**src/rtl/store_packer.sv**
```systemverilog
// Memory-stage store packer: lane-replicates sw/sh/sb data, builds byte enables and
// queues stores in a 2-entry write buffer drained over req/ack. Option: STORE_ALIGN_CHECK_EN.
module store_packer #(
  parameter int DEPTH = 2
) (
  input  logic        clk,
  input  logic        reset,
  input  logic        st_valid,
  output logic        st_ready,
  input  logic [1:0]  st_type,
  input  logic [31:0] st_addr,
  input  logic [31:0] st_data,
  output logic        st_err,
  output logic        mem_req,
  input  logic        mem_ack,
  output logic [31:0] mem_addr,
  output logic [31:0] mem_wdata,
  output logic [3:0]  mem_be,
  output logic [1:0]  pend_cnt
);

  localparam logic [1:0] FULL_CNT = 2'(DEPTH);

  typedef enum logic [1:0] {
    ST_SW  = 2'b00,
    ST_SH  = 2'b01,
    ST_SB  = 2'b10,
    ST_RSV = 2'b11
  } st_type_e;

  typedef struct packed {
    logic [31:0] addr;
    logic [31:0] wdata;
    logic [3:0]  be;
  } entry_t;

  function automatic entry_t pack_store(input logic [1:0] t, input logic [31:0] a,
                                        input logic [31:0] d);
    entry_t e;
    e.addr = {a[31:2], 2'b00};
    case (st_type_e'(t))
      ST_SW: begin
        e.wdata = d;
        e.be    = 4'b1111;
      end
      ST_SH: begin
        e.wdata = {2{d[15:0]}};
        e.be    = a[1] ? 4'b1100 : 4'b0011;
      end
      ST_SB: begin
        e.wdata = {4{d[7:0]}};
        e.be    = 4'b0001 << a[1:0];
      end
      default: begin
        e.wdata = 32'h0000_0000;
        e.be    = 4'b0000;
      end
    endcase
    return e;
  endfunction

`ifdef STORE_ALIGN_CHECK_EN
  function automatic logic misaligned(input logic [1:0] t, input logic [1:0] a_lo);
    logic bad;
    case (st_type_e'(t))
      ST_SW:   bad = (a_lo != 2'b00);
      ST_SH:   bad = a_lo[0];
      default: bad = 1'b0;
    endcase
    return bad;
  endfunction
`endif

  entry_t     fifo_r [2];
  entry_t     head_r;
  entry_t     entry_in_s;
  entry_t     head_next_s;
  logic       wr_ptr_r;
  logic       rd_ptr_r;
  logic       rd_next_s;
  logic [1:0] cnt_r;
  logic [1:0] cnt_next_s;
  logic       err_r;
  logic       type_ok_s;
  logic       bad_align_s;
  logic       accept_s;
  logic       push_s;
  logic       pop_s;

  // Ready depends only on occupancy so a full buffer never accepts on the ack cycle.
  assign st_ready  = (cnt_r != FULL_CNT);
  assign mem_req   = (cnt_r != 2'd0);
  assign pend_cnt  = cnt_r;
  assign st_err    = err_r;
  assign mem_addr  = head_r.addr;
  assign mem_wdata = head_r.wdata;
  assign mem_be    = head_r.be;

  // Handshake decode, occupancy update and next head selection.
  always_comb begin
    entry_in_s = pack_store(st_type, st_addr, st_data);
    type_ok_s  = (st_type != 2'b11);
`ifdef STORE_ALIGN_CHECK_EN
    bad_align_s = misaligned(st_type, st_addr[1:0]);
`else
    bad_align_s = 1'b0;
`endif
    accept_s  = st_valid && st_ready;
    push_s    = accept_s && type_ok_s && !bad_align_s;
    pop_s     = mem_req && mem_ack;
    rd_next_s = pop_s ? ~rd_ptr_r : rd_ptr_r;
    case ({push_s, pop_s})
      2'b10:   cnt_next_s = cnt_r + 2'd1;
      2'b01:   cnt_next_s = cnt_r - 2'd1;
      default: cnt_next_s = cnt_r;
    endcase
    // An entry written this edge into the slot that becomes head bypasses storage.
    if (cnt_next_s == 2'd0) begin
      head_next_s = head_r;
    end else if (push_s && (wr_ptr_r == rd_next_s)) begin
      head_next_s = entry_in_s;
    end else begin
      head_next_s = fifo_r[rd_next_s];
    end
  end

  // Write-buffer storage.
  always_ff @(posedge clk or negedge reset) begin
    if (!reset) begin
      for (int i = 0; i < 2; i++) begin
        fifo_r[i] <= '0;
      end
    end else if (push_s) begin
      fifo_r[wr_ptr_r] <= entry_in_s;
    end
  end

  // Pointers, occupancy, registered head outputs and error pulse.
  always_ff @(posedge clk or negedge reset) begin
    if (!reset) begin
      wr_ptr_r <= 1'b0;
      rd_ptr_r <= 1'b0;
      cnt_r    <= 2'd0;
      head_r   <= '0;
      err_r    <= 1'b0;
    end else begin
      wr_ptr_r <= push_s ? ~wr_ptr_r : wr_ptr_r;
      rd_ptr_r <= rd_next_s;
      cnt_r    <= cnt_next_s;
      head_r   <= head_next_s;
      err_r    <= accept_s && type_ok_s && bad_align_s;
    end
  end

endmodule
```
**config.mk**
```make
export PLATFORM = sky130hd
export DESIGN_NAME = store_packer
export DESIGN_NICKNAME = d
export VERILOG_FILES = /design/src/rtl/store_packer.sv
export SDC_FILE = /design/constraint.sdc
export NUM_CORES = 1
export LEC_CHECK = 0
export ABC_AREA = 0
export BUFFER_PORTS_ARGS = -buffer_cell sky130_fd_sc_hd__buf_2
export CAP_MARGIN = 20
export CORE_AREA = 2 2 118 165
export CTS_BUF_LIST = sky130_fd_sc_hd__clkbuf_4
export DETAILED_ROUTE_END_ITERATION = 8
export DIE_AREA = 0 0 120 167
export PLACE_DENSITY = 0.71
export SYNTH_ARGS = -nofsm -noshare
export SYNTH_HDL_FRONTEND = slang
export SYNTH_SLANG_ARGS = --single-unit
export TNS_END_PERCENT = 100
```
**constraint.sdc**
```tcl
create_clock -name clk -period 2.45 [get_ports clk]
set_input_delay 0.49 -clock clk [delete_from_list [all_inputs] [get_ports clk]]
set_output_delay 0.49 -clock clk [all_outputs]
set_load 0.02 [all_outputs]
```
==> summary.txt <==
Status
  • Status: complete, no violations

Placed design
  • IO buf count: 139
  • Detailed placer's ending HPWL: 14300 µm
  • Dpl cell area: slightly above 10000 µm²
  • GPL Wtd Cong: 0.793

Worst setup path
  • Crit Path Max Fanout: 8
  • Critical path type: reg2reg
  • Worst reg2reg path depth: 10
  • Reg2reg setup slack: about 0.064 ns
  • Reg-to-reg startpoint: pend_cnt[0]$_DFF_PN0_
  • Critical path cell sequence: nand2b_4, and3_4, inv_4, ha_4, or3b_4, nand3_4, nor3_4, buf_12, clkbuf_16, a221oi_4
  • FF-to-FF End: mem_wdata[24]$_DFFE_PN0P_
  • Crit. End Element: flop
  • WP data arrival: 2.93 ns
  • Required time worst endpoint: 3.00 ns
  • Crit path launch type: flop
  • CP peak stage delay: around 0.41 ns
  • Slowest stage cell, crit path: or3b_4

Detailed routing
  • DR iter-0 viols: 388
  • Drt first pass iters: 4
  • Final wirelength: ~22000 µm
  • Drt via density: 5.30
  • Drt drc: 0
  • Vias after detailed routing: 6991
  • DR WL/cell: approximately 17 µm
  • Final ANT Viol Nets: 0

Global routing
  • Grt ovf: 0
  • Initial antenna violation count: 1
  • GRT Overall Usage: 0.223
  • First-pass GRT wire length: 36300 µm
  • Vias in the first global route: about 7100
  • Largest net degree at the start of global routing: 97

Cells and area
  • Area added between synthesis and finish: 22.1%
  • Layout cell share with drive strength beyond 1: 0.310
  • Fillcell total: ~1600
  • Cell area after layout: 11100 µm²
  • Final net count: 1113

Worst hold path
  • Hold Path Depth: 2
  • Worst hold path type: in2reg
  • Hold_sp: st_addr[30]
  • Hold EP: fifo_r[66]$_DFFE_PN0P_

Logic synthesis
  • Simple-gate share of the synthesized area: 0.106
  • Synth cell count leaders: dfrtp_1 (202), nand2_1 (145), mux2i_1 (82)
  • Yosys cell types: between 40 and 50
  • Post-Synth Adder-Cell Area: 0.00137
  • Register area share after synthesis: 0.554
  • Syn Area/Cell: roughly 10 µm²
  • Fraction of synthesized area in multiplexers: 0.0925
  • Synth Flop Type: dfrtp_1
  • Synth Instances: 874
  • Largest family of logic cells by synthesized area: compound AO/OA/AOI/OAI gates
  • Cells taking the most area after synthesis: dfrtp_1 (55%), mux2i_1 (9.0%), a221oi_2 (6.8%), nand2_1 (6.0%), o21ai_0 (3.6%)
  • Post-synthesis async set-or-reset flop share: 1.00
  • Post-synthesis compound-gate area fraction: 0.184
  • Synth Area in XOR/XNOR: 0.00851
  • Yosys top cell area share: 0.554
  • Synth area leader: dfrtp_1
  • YS warnings: 0
  • Number of synthesized flops with an enable pin: 0
  • Post-Syn Area: 9120 µm²
  • #FFs+latches synth: 202
  • Most frequent cell after synthesis: dfrtp_1

Floorplan
  • Die ar.: 20000 µm²
  • Std cell rows: between 50 and 60
  • Initial Util: 0.492
  • Core area: about 19000 µm²
  • Ports: 143
  • Chip height: 167 µm
  • Die width: 120 µm

Clock network
  • Clk sinks: 202
  • Cell at the root of the clock tree: clkbuf_4
  • CTS tree: done
  • Clock Path Buffers: 3
  • H-tree depth: 2
  • Clock Pin Slew Worst Setup and Hold Paths: approximately 0.060 ns
  • Skew-Pair Late Insertion Delay: 0.66 ns
  • CTS Buf Count: 50

Pwr
  • Power density over the cells: 1550 nW/µm²
  • VDD IR max: about 1.0 mV
  • Leakage: 5.41 nW

Timing
  • Measured slew at the worst slew-check pin: 0.940 ns
  • Setup_tns: 0 ns
  • Fin crit period: approximately 2.4 ns
  • Slew headroom: 0.374
  • RSZ-0062 raised after global routing: yes
  • Setup violations, final: 0
  • Fmax: 419 MHz
  • Final hold violations: 0
  • Worst Skew: 0.0463 ns
  • Final Cycle Share: 0.974
  • Max Slew Vio Count: 0

Job
  • Maxcap violations: 0
[per-layer routing]
layer  part of all wire  GRT usage  wire (µm)  up-vias
li1                   -          -          -     3415
met4              0.014     0.0660        308        0
met3              0.054     0.0455       1190       22
met5                  0          0          0        -
met1               0.43      0.296       9430     3354
met2               0.50      0.369      11100      200
[cells in the final DEF (no fill, tap or decap), types with 3 or more instances in the layout]
| master | n |
|---|---|
| clkbuf_4 | 67 |
| nor2_1 | 50 |
| a21oi_1 | 26 |
| nand2_1 | 145 |
| inv_1 | 41 |
| a31oi_1 | 4 |
| o21ai_0 | 66 |
| o221ai_1 | 12 |
| xnor2_1 | 4 |
| o21ai_1 | 65 |
| nor2b_1 | 9 |
| a221oi_4 | 5 |
| xor2_1 | 3 |
| buf_2 | 138 |
| nor2_2 | 20 |
| conb_1 | 3 |
| a221oi_2 | 41 |
| mux2i_1 | 82 |
| buf_4 | 24 |
| dfrtp_1 | 200 |
| a221oi_1 | 6 |
| clkinv_1 | 11 |
| buf_12 | 11 |
[worst max-delay path: cells and delay by family, from the launching register on]
family / cells / cell delay, ns
and+or+nand+nor: 5 / 0.93
DFF: 1 / 0.40
AOI/OAI and AO/OA: 1 / 0.28
buffers and inverters: 3 / 0.38
adders and majority gates: 1 / 0.27
[what timing repair did]
item                                   CTS  global route
gates resized for setup                  1            12
pin swaps                                1             8
gates cloned                             0             3
buffers inserted                         3             2
setup endpoints to repair               31            29
hold buffers                             1             0
endpoints found under the hold margin   52             0
[cell type report]
| class | instances | area [µm²] | area share |
|---|---|---|---|
| Antenna cell | 1 | 2.50 | 0.000225 |
| Clock buffer | 67 | 503 | 0.0452 |
| Clock inverter | 16 | 71.3 | 0.00641 |
| Inverter | 43 | 164 | 0.0147 |
| Multi-Input combinational cell | 565 | 3810 | 0.343 |
| Sequential cell | 202 | 5060 | 0.454 |
| Tap cell | 244 | 305 | 0.0274 |
| Timing Repair Buffer | 180 | 1210 | 0.109 |
[worst max-delay path by stage]
| stage | to | slack [ns] | cells after the start | start |
|---|---|---|---|---|
| global route | mem_addr[6]$_DFFE_PN0P_ | -0.02 | 10 | pend_cnt[0]$_DFF_PN0_ |
| detailed placement | mem_wdata[17]$_DFFE_PN0P_ | -0.20 | 10 | st_type[1] |
| finish | mem_wdata[24]$_DFFE_PN0P_ | 0.06 | 10 | pend_cnt[0]$_DFF_PN0_ |
| CTS | mem_wdata[2]$_DFFE_PN0P_ | 0.01 | 10 | pend_cnt[1]$_DFF_PN0_ |
| global placement | mem_wdata[17]$_DFFE_PN0P_ | -0.13 | 10 | st_type[1] |
| floorplan | mem_addr[30]$_DFFE_PN0P_ | -0.009 | 11 | pend_cnt[0]$_DFF_PN0_ |
[logic make-up (layout without fill, tap and decap cells)]
group | after synthesis | in the layout
buffers and inverters | 109 | 306
muxes | 84 | 84
and+or+nand+nor | 238 | 238
other | 1 | 4
xor gates and xnor gates | 8 | 8
AOI/OAI and AO/OA | 231 | 231
adders and majority gates | 1 | 1
DFF | 202 | 202
[power by group]
part / switching (mW) / leakage [nW] / internal (mW) / total [mW]
sequential: 0.910 / 2.51 / 5.01 / 5.92
combinational: 4.97 / 2.56 / 3.78 / 8.75
clock: 1.32 / 0.342 / 1.27 / 2.59
[registers in the layout (all words and copies together) (netlist names)]
register   cells
fifo_r       132
wr_ptr_r       1
rd_ptr_r       1
mem_be         4
mem_addr      30
pend_cnt       2
mem_wdata     32
[through the flow]
stage                util  hold WS, ns  worst slack [ns]  power (mW)  std cells
finish              0.601        0.137            0.0637        17.3       1318
global route        0.601       0.0749           -0.0163        18.5       1318
CTS                 0.591       0.0718            0.0141        17.0       1312
detailed placement  0.558        0.468            -0.200        14.3       1225
global placement    0.558        0.461            -0.133        14.1       1225
floorplan               -        0.194          -0.00921        12.0        876
Note: power is estimated with default switching activity, not from simulation.
